## config.mk

```make
export PLATFORM = sky130hd
export DESIGN_NAME = mmd_divider_ctrl
export DESIGN_NICKNAME = d
export VERILOG_FILES = /design/src/rtl/mmd_divider_ctrl.sv
export SDC_FILE = /design/constraint.sdc
export NUM_CORES = 1
export LEC_CHECK = 0
export CAP_MARGIN = 20
export CORE_UTILIZATION = 45
export CTS_BUF_LIST = sky130_fd_sc_hd__clkbuf_4
export CTS_CLUSTER_SIZE = 16
export DETAILED_ROUTE_END_ITERATION = 16
export PLACE_DENSITY = 0.67
export REMOVE_ABC_BUFFERS = 1
export SLEW_MARGIN = 15
export SYNTH_ARGS = -nofsm -noshare
export SYNTH_HDL_FRONTEND = slang
export SYNTH_SLANG_ARGS = --single-unit
```

## constraint.sdc

```tcl
create_clock -name clk -period 2.4 [get_ports clk]
set_input_delay 0.48 -clock clk [delete_from_list [all_inputs] [get_ports clk]]
set_output_delay 0.48 -clock clk [all_outputs]
set_load 0.01 [all_outputs]
```

## src/rtl/mmd_divider_ctrl.sv

```systemverilog
// -----------------------------------------------------------------------------
// mmd_divider_ctrl
//
// Multi-modulus divider control stage for the fractional-N PLL. It sits
// directly behind the MASH modulator and divides clk by R = n_int + dn each
// output period.
//
// Each period begins with a one-cycle div_tick. On that same edge the divider
// samples n_int and dn and latches the resulting ratio. The modulator advances
// on div_tick, so the new dn it presents is consumed at the following tick.
//
// The effective ratio is clamped to the range [MIN_DIV, 2^(NBITS+1)-1].
// div_out is high for ceil(R/2) cycles, starting at the tick, and then low for
// floor(R/2) cycles.
//
// Optional feature: define MMD_CLAMP_FLAG_EN to add the sticky clamp_err
// output. clamp_err is set whenever a sampled ratio had to be clamped, and it
// is cleared only by rst_n.
// -----------------------------------------------------------------------------
module mmd_divider_ctrl #(
    parameter int NBITS   = 8,
    parameter int DN_BITS = 4,
    parameter int MIN_DIV = 4
) (
    input  logic               clk,
    input  logic               rst_n,
    input  logic               en,
    input  logic [NBITS-1:0]   n_int,
    input  logic [DN_BITS-1:0] dn,
    output logic               div_out,
    output logic               div_tick,
    output logic [NBITS:0]     ratio_cur
`ifdef MMD_CLAMP_FLAG_EN
    ,
    output logic               clamp_err
`endif
);

    // Raw sum width: one extra bit holds the carry out of n_int + dn.
    // A second extra bit is the sign, so negative sums stay representable.
    localparam int RW = NBITS + 2;

    localparam logic signed [RW-1:0] MIN_S = RW'(MIN_DIV);
    localparam logic signed [RW-1:0] MAX_S = RW'((1 << (NBITS + 1)) - 1);
    localparam logic [NBITS:0]       MIN_R = (NBITS + 1)'(MIN_DIV);
    localparam logic [NBITS:0]       MAX_R = '1;

    typedef enum logic {
        ST_IDLE,
        ST_RUN
    } state_t;

    state_t               r_state;
    logic [NBITS:0]       r_count;
    logic [NBITS:0]       r_ratio;
    logic                 r_div_out;
    logic                 r_div_tick;

    logic signed [RW-1:0] w_n_ext;
    logic signed [RW-1:0] w_dn_ext;
    logic signed [RW-1:0] w_rraw;
    logic                 w_clamp_lo;
    logic                 w_clamp_hi;
    logic [NBITS:0]       w_ratio;
    logic [NBITS:0]       w_ratio_m1;
    logic                 w_sample_high;
    logic [NBITS:0]       w_count_dec;
    logic                 w_dec_high;
    logic                 w_sample;

    // n_int is unsigned, so it is zero-extended. dn is two's complement, so it
    // is sign-extended. Both become RW-bit signed operands.
    assign w_n_ext  = {2'b00, n_int};
    assign w_dn_ext = {{(RW - DN_BITS){dn[DN_BITS-1]}}, dn};
    assign w_rraw   = w_n_ext + w_dn_ext;

    // Clamp the raw ratio into the legal divide range.
    always_comb begin
        // NOTE: every signal assigned in a combinational block gets a default
        // first, so that no path can leave it unassigned and infer a latch.
        w_clamp_lo = 1'b0;
        w_clamp_hi = 1'b0;
        w_ratio    = w_rraw[NBITS:0];
        if (w_rraw < MIN_S) begin
            w_clamp_lo = 1'b1;
            w_ratio    = MIN_R;
        end else if (w_rraw > MAX_S) begin
            w_clamp_hi = 1'b1;
            w_ratio    = MAX_R;
        end
    end

    // The first cycle of a new period has count = R-1. div_out is registered
    // from the next count value, so each cycle's div_out reflects its own
    // count.
    assign w_ratio_m1    = w_ratio - (NBITS + 1)'(1);
    assign w_sample_high = (w_ratio_m1 >= (w_ratio >> 1));
    assign w_count_dec   = r_count - (NBITS + 1)'(1);
    assign w_dec_high    = (w_count_dec >= (r_ratio >> 1));

    // A sample (tick) happens on a run-enabled edge, either from IDLE or at
    // the end of a period.
    assign w_sample = en && ((r_state == ST_IDLE) || (r_count == '0));

    // Divider state machine: period counter, latched ratio and registered
    // outputs.
    always_ff @(posedge clk or negedge rst_n) begin
        // NOTE: state is updated with non-blocking assignments so that every
        // register samples pre-edge values, independent of statement order.
        if (!rst_n) begin
            r_state    <= ST_IDLE;
            r_count    <= '0;
            r_ratio    <= MIN_R;
            r_div_out  <= 1'b0;
            r_div_tick <= 1'b0;
        end else begin
            case (r_state)
                ST_IDLE: begin
                    if (en) begin
                        r_ratio    <= w_ratio;
                        r_count    <= w_ratio_m1;
                        r_div_tick <= 1'b1;
                        r_div_out  <= w_sample_high;
                        r_state    <= ST_RUN;
                    end else begin
                        r_count    <= '0;
                        r_div_tick <= 1'b0;
                        r_div_out  <= 1'b0;
                    end
                end
                ST_RUN: begin
                    if (r_count != '0) begin
                        r_count    <= w_count_dec;
                        r_div_tick <= 1'b0;
                        r_div_out  <= w_dec_high;
                    end else if (en) begin
                        // Back-to-back period: resample using the inputs
                        // presented in this cycle.
                        r_ratio    <= w_ratio;
                        r_count    <= w_ratio_m1;
                        r_div_tick <= 1'b1;
                        r_div_out  <= w_sample_high;
                    end else begin
                        // The period has fully completed, so stopping here
                        // never truncates a period.
                        r_state    <= ST_IDLE;
                        r_div_tick <= 1'b0;
                        r_div_out  <= 1'b0;
                    end
                end
                default: begin
                    r_state    <= ST_IDLE;
                    r_count    <= '0;
                    r_div_tick <= 1'b0;
                    r_div_out  <= 1'b0;
                end
            endcase
        end
    end

    assign div_out   = r_div_out;
    assign div_tick  = r_div_tick;
    assign ratio_cur = r_ratio;

`ifdef MMD_CLAMP_FLAG_EN
    logic r_clamp_err;

    // Sticky flag: set by any sample whose raw ratio was clamped, in either
    // direction.
    always_ff @(posedge clk or negedge rst_n) begin
        if (!rst_n) begin
            r_clamp_err <= 1'b0;
        end else if (w_sample && (w_clamp_lo || w_clamp_hi)) begin
            r_clamp_err <= 1'b1;
        end
    end

    assign clamp_err = r_clamp_err;
`endif

endmodule
```

# After elaboration in Yosys (flattened, before gate mapping)
# Cells that the tools add are included.
# classes
addsub	3
order_cmp	4
n_eq_ne	2
mux	17
bitwise_logic	1
n_reduce_logical	1
# ops
operator	count
two-way mux 9 bit	7
one-hot mux 9 bit (2 select lines)	2
greater-or-equal comparator 9 x 8 -> 1 bit	2
subtractor 9 x 1 -> 9 bit, second input constant	2
adder 9 x 4 -> 10 bit	1
greater-than comparator 10 bit, second input constant	1
less-than comparator 10 x 4 -> 1 bit, second input constant	1
nonzero test 9 bit	1
one-hot mux 1 bit (2 select lines)	3
two-way mux 1 bit	5
!= test 3 x 2 -> 1 bit, second input constant	1
!= test 2 bit, second input constant	1
NOT 1 bit	1
# word_totals
ff_bits	21
in_bits	15
out_inout_bits	11

# Longest topological paths before layout
# depth
ltp_word	9
ltp_mapped	21
mapped_depth_nobuf	20

# Least setup slack after synthesis
# No wires, ideal clock.
# synth_path
path_type	input to register
start	input n_int[0]
end	register r_div_out (netlist: div_out)
setup_time_ps	141
arrival_ps	4187
slack_ps	-1929
path_stages	20
path_cell_list	ha_1 -> fa_1 -> a21o_1 -> a221oi_2 -> xor2_1 -> nand3_2 -> o21ai_1 -> or2_2 -> ha_1 -> nand2_1 -> nor2_1 -> xnor2_1 -> nor2_1 -> ha_1 -> a21o_1 -> a21oi_1 -> o21ai_0 -> a21o_1 -> a21oi_1 -> a31oi_1
# synth_via
elab_chain_cells	9
word_cells_on_any_way	10
# synth_rtl
element	line	text
start: declaration	28	input logic [NBITS-1:0] n_int,
adder 9 x 4 -> 10 bit *	75	assign w_rraw = w_n_ext + w_dn_ext;
greater-than comparator 10 bit	87	end else if (w_rraw > MAX_S) begin
two-way mux 9 bit	87	
two-way mux 9 bit *	84	if (w_rraw < MIN_S) begin
subtractor 9 x 1 -> 9 bit	96	assign w_ratio_m1 = w_ratio - (NBITS + 1)'(1);
greater-or-equal comparator 9 x 8 -> 1 bit *	97	assign w_sample_high = (w_ratio_m1 >= (w_ratio >> 1));
two-way mux 1 bit *	119, 136	
two-way mux 1 bit	132	if (r_count != '0) begin
one-hot mux 1 bit (2 select lines) *	117	case (r_state)
end signal: assignment	123	r_div_out <= w_sample_high;
end signal: assignment	135	r_div_out <= w_dec_high;
end signal: assignment	142	r_div_out <= w_sample_high;
end: declaration	56	logic r_div_out;
# Every way passes the cells marked *; elsewhere a longest branch is shown, timed or not.
# A chain may end at the register's enable or synchronous reset.

# Final worst setup path
# layout_path
start	input dn[0]
end	register r_div_out (netlist: div_out)
# layout_via
elab_chain_cells	9
word_cells_on_any_way	10
# layout_rtl
element	line	text
start: declaration	29	input logic [DN_BITS-1:0] dn,
adder 9 x 4 -> 10 bit *	75	
greater-than comparator 10 bit	87	
two-way mux 9 bit	87	
two-way mux 9 bit *	84	
subtractor 9 x 1 -> 9 bit	96	
greater-or-equal comparator 9 x 8 -> 1 bit *	97	
two-way mux 1 bit *	119, 136	
two-way mux 1 bit	132	
one-hot mux 1 bit (2 select lines) *	117	
# Marked as above.

==> results.ini <==
[cells_and_area]
stdcell_count=406
diodes=0
final_util=0.7694
layout_commonest_cell=buf_4
final_cell_mix=buf_4 (76), nand2_1 (27), inv_1 (20), dfrtp_1 (20)
layout.nets=398
postLayoutCellArea_um2=3373
drive_above_1_share=0.4266
syn2layout_area_growth_pct=64.09

[run]
maxCapViolCount=0

[sta]
fin_crit_sh=1.617
rsz0062_at_grt=yes
finalHoldViolCount=0
fin_crit_ns=3.881
tightest_slew_ns=0.5086
setup_viol=12
final-max-slew-violation-count=0
fin_ws_ns=-1.481
max_freq_mhz=257.6
slew_headroom=0.6585
fin_skew_ns=0.0006589

[status]
violations=setup timing
status=finished with violations

[setup_path]
reg2regPathDepth=10
crit_chain=buf_6, ha_4, fa_2, a21o_1, a22oi_2, mux2i_1, nand4bb_1, buf_4, o211ai_4, ha_4, nand2_4, nor2_4, xnor2_2, nor2_1, ha_1, a21o_1, a21oi_2, o21ai_2, a21o_1, a21oi_2, a31oi_1
cpMostUsedCell=a21o_1
crit_family=compound AO/OA/AOI/OAI gates
max_stage_delay_ns=0.34
regToRegStartpoint=r_count[0]
worstPathArrival_ns=4.09
rrSetupSlack_ns=0.01
required_ns=2.61
critical-path-slowest-cell=fa_2
r2r-end=div_out
cp-end-kind=flop
critPathMaxFanout=3
critPathBufInv=2
worstSetupPathType=primary input to flop
start_kind=primary input

[synth]
yosys_register_bits=21
synth-async-reset-ratio=1.000
yosysUniqueCellTypes=54
synth_cells=242
yosys_warnings=0
syn_area_um2=2056
synthFlopType=dfrtp_1
syn_avg_cell_area_um2=8.495
ys_seq_area_frac=0.2562
synth_edf_count=0

[floorplan]
die_w_um=69.59
ioPinCount=26
die_area_um2=4843
num_rows=24
die_h_um=69.59
initial_core_util=0.4689
core_um2=4384

[global_route]
grt_pass1_vias=2431
track_usage=0.3036
grt_pass1_wl_um=11400
grt_antenna_before_repair=0
grt_max_degree=22
grt_overflow_total=0

[clock_network]
clockBufferDepth=2
cts_htree_levels=1
worst_skew_pair.late_latency_ns=0.32
cts.reportedPaths.clkPinSlew_ns=0.12
tritoncts=built
cts_root_buf=clkbuf_4
numCtsBuffers=3
clkSinkCount=21

[place]
port_buffers=25
dp_hpwl_um=4076
placed_cell_area_um2=2789
gp_congestion=0.9255
preCtsSetupSlack_ns=-2.098
dp_cells=373

[routing]
drc=0
drt_iter0_markers=133
ant_nets=0
dr.pass1.iters=4
num_vias=2308
wirelength_um=7256
drt-wirelength-per-cell_um=17.87
viasPerCell=5.685

[power]
p_leak_nw=1.577
power.density_nw_per_um2=469.3
irDropWorstVdd_v=0.0002384
power_mw=1.583

[min_path]
hold_path.class=primary input to asynchronous set/reset pin

[how the worst max path moves through the flow]
stage	from	endpoint	cells after the start
6_report	dn[0]	div_out	21
5_1_grt	dn[0]	div_out	21
4_1_cts	dn[0]	div_out	21
3_5_place_dp	n_int[0]	div_out	21
3_3_place_gp	dn[3]	div_out	20
2_1_floorplan	n_int[0]	div_out	20
[power breakdown]
| part | internal [mW] | total (mW) | leakage [nW] | switching (mW) |
|---|---|---|---|---|
| sequential | 0.354 | 0.354 | 0.249 | 0 |
| combinational | 0.558 | 1.03 | 1.31 | 0.477 |
| clock | 0.0765 | 0.195 | 0.0184 | 0.118 |
[sequential cells by signal (all words and copies together), names as in the netlist]
| register | count |
|---|---|
| r_state | 1 |
| ratio_cur | 9 |
| div_tick | 1 |
| div_out | 1 |
| r_count | 9 |
[synth_stat cells, drive strengths merged (4+ instances only)]
cell    number  area (um2)
nand2       28       105.1
ha          27       337.8
inv         21       78.83
dfrtp       20       500.5
o21ai       17       85.08
nor2        15       56.30
a21oi       12       63.81
xnor2       12       112.6
xor2         8       70.07
nor3         7       35.03
o211ai       6       55.05
a21o         5       37.54
nand2b       5       31.28
nand3        5       30.03
buf          4       25.02
o31ai        4       30.03
[kinds of logic after synthesis]
group / count (synthesis) / share of synthesized area
buffers and inverters: 27 / 0.05417
multiplexers: 2 / 0.01035
AO/OA/AOI/OAI: 70 / 0.2429
AND/OR/NAND/NOR: 74 / 0.1735
flip-flops: 21 / 0.2562
XOR/XNOR: 20 / 0.08886
adder cells (fa/ha/maj): 28 / 0.1741
[cell type report]
cell class              count  area [um2]
clock buffers               4       30.03
repair buffers            114       953.4
well taps                  52       65.06
fillers                   297        1011
inverters                  21       78.83
flip-flops and latches     21       526.8
multi-input cells         194        1719
[worst register-to-register path: cells and delay by family, from the launching register on]
family	cells	cell delay, ns
xor gates and xnor gates	1	0.17
adders and majority gates	2	0.52
and+or+nand+nor	4	0.55
AOI/OAI and AO/OA	2	0.49
DFF	1	0.46
buffers and inverters	1	0.10
[layer usage]
metal | share of wire | global-route usage | vias up
li1 | - | - | 1085
met1 | 0.38 | 0.3085 | 1102
met2 | 0.53 | 0.5631 | 80
met3 | 0.025 | 0.03052 | 41
met4 | 0.064 | 0.2336 | 0
met5 | 0 | 0 | -
[stage by stage]
stage               setup TNS, ns  hold slack, ns
global placement           -16.38          0.4653
finish                     -6.797          0.4934
global route               -7.639          0.5218
CTS                        -5.636          0.4982
floorplan                  -9.007          0.1844
detailed placement         -16.76          0.4711
[what timing repair did]
action | 4_1_cts | 5_1_grt
pin swaps | 39 | 22
resized for setup | 103 | 19
setup endpoints to repair | 19 | 13
buffers inserted | 39 | 8
hold buffers | 0 | 0
hold endpoints to repair | 0 | 0
(Power assumes the default switching activity.)
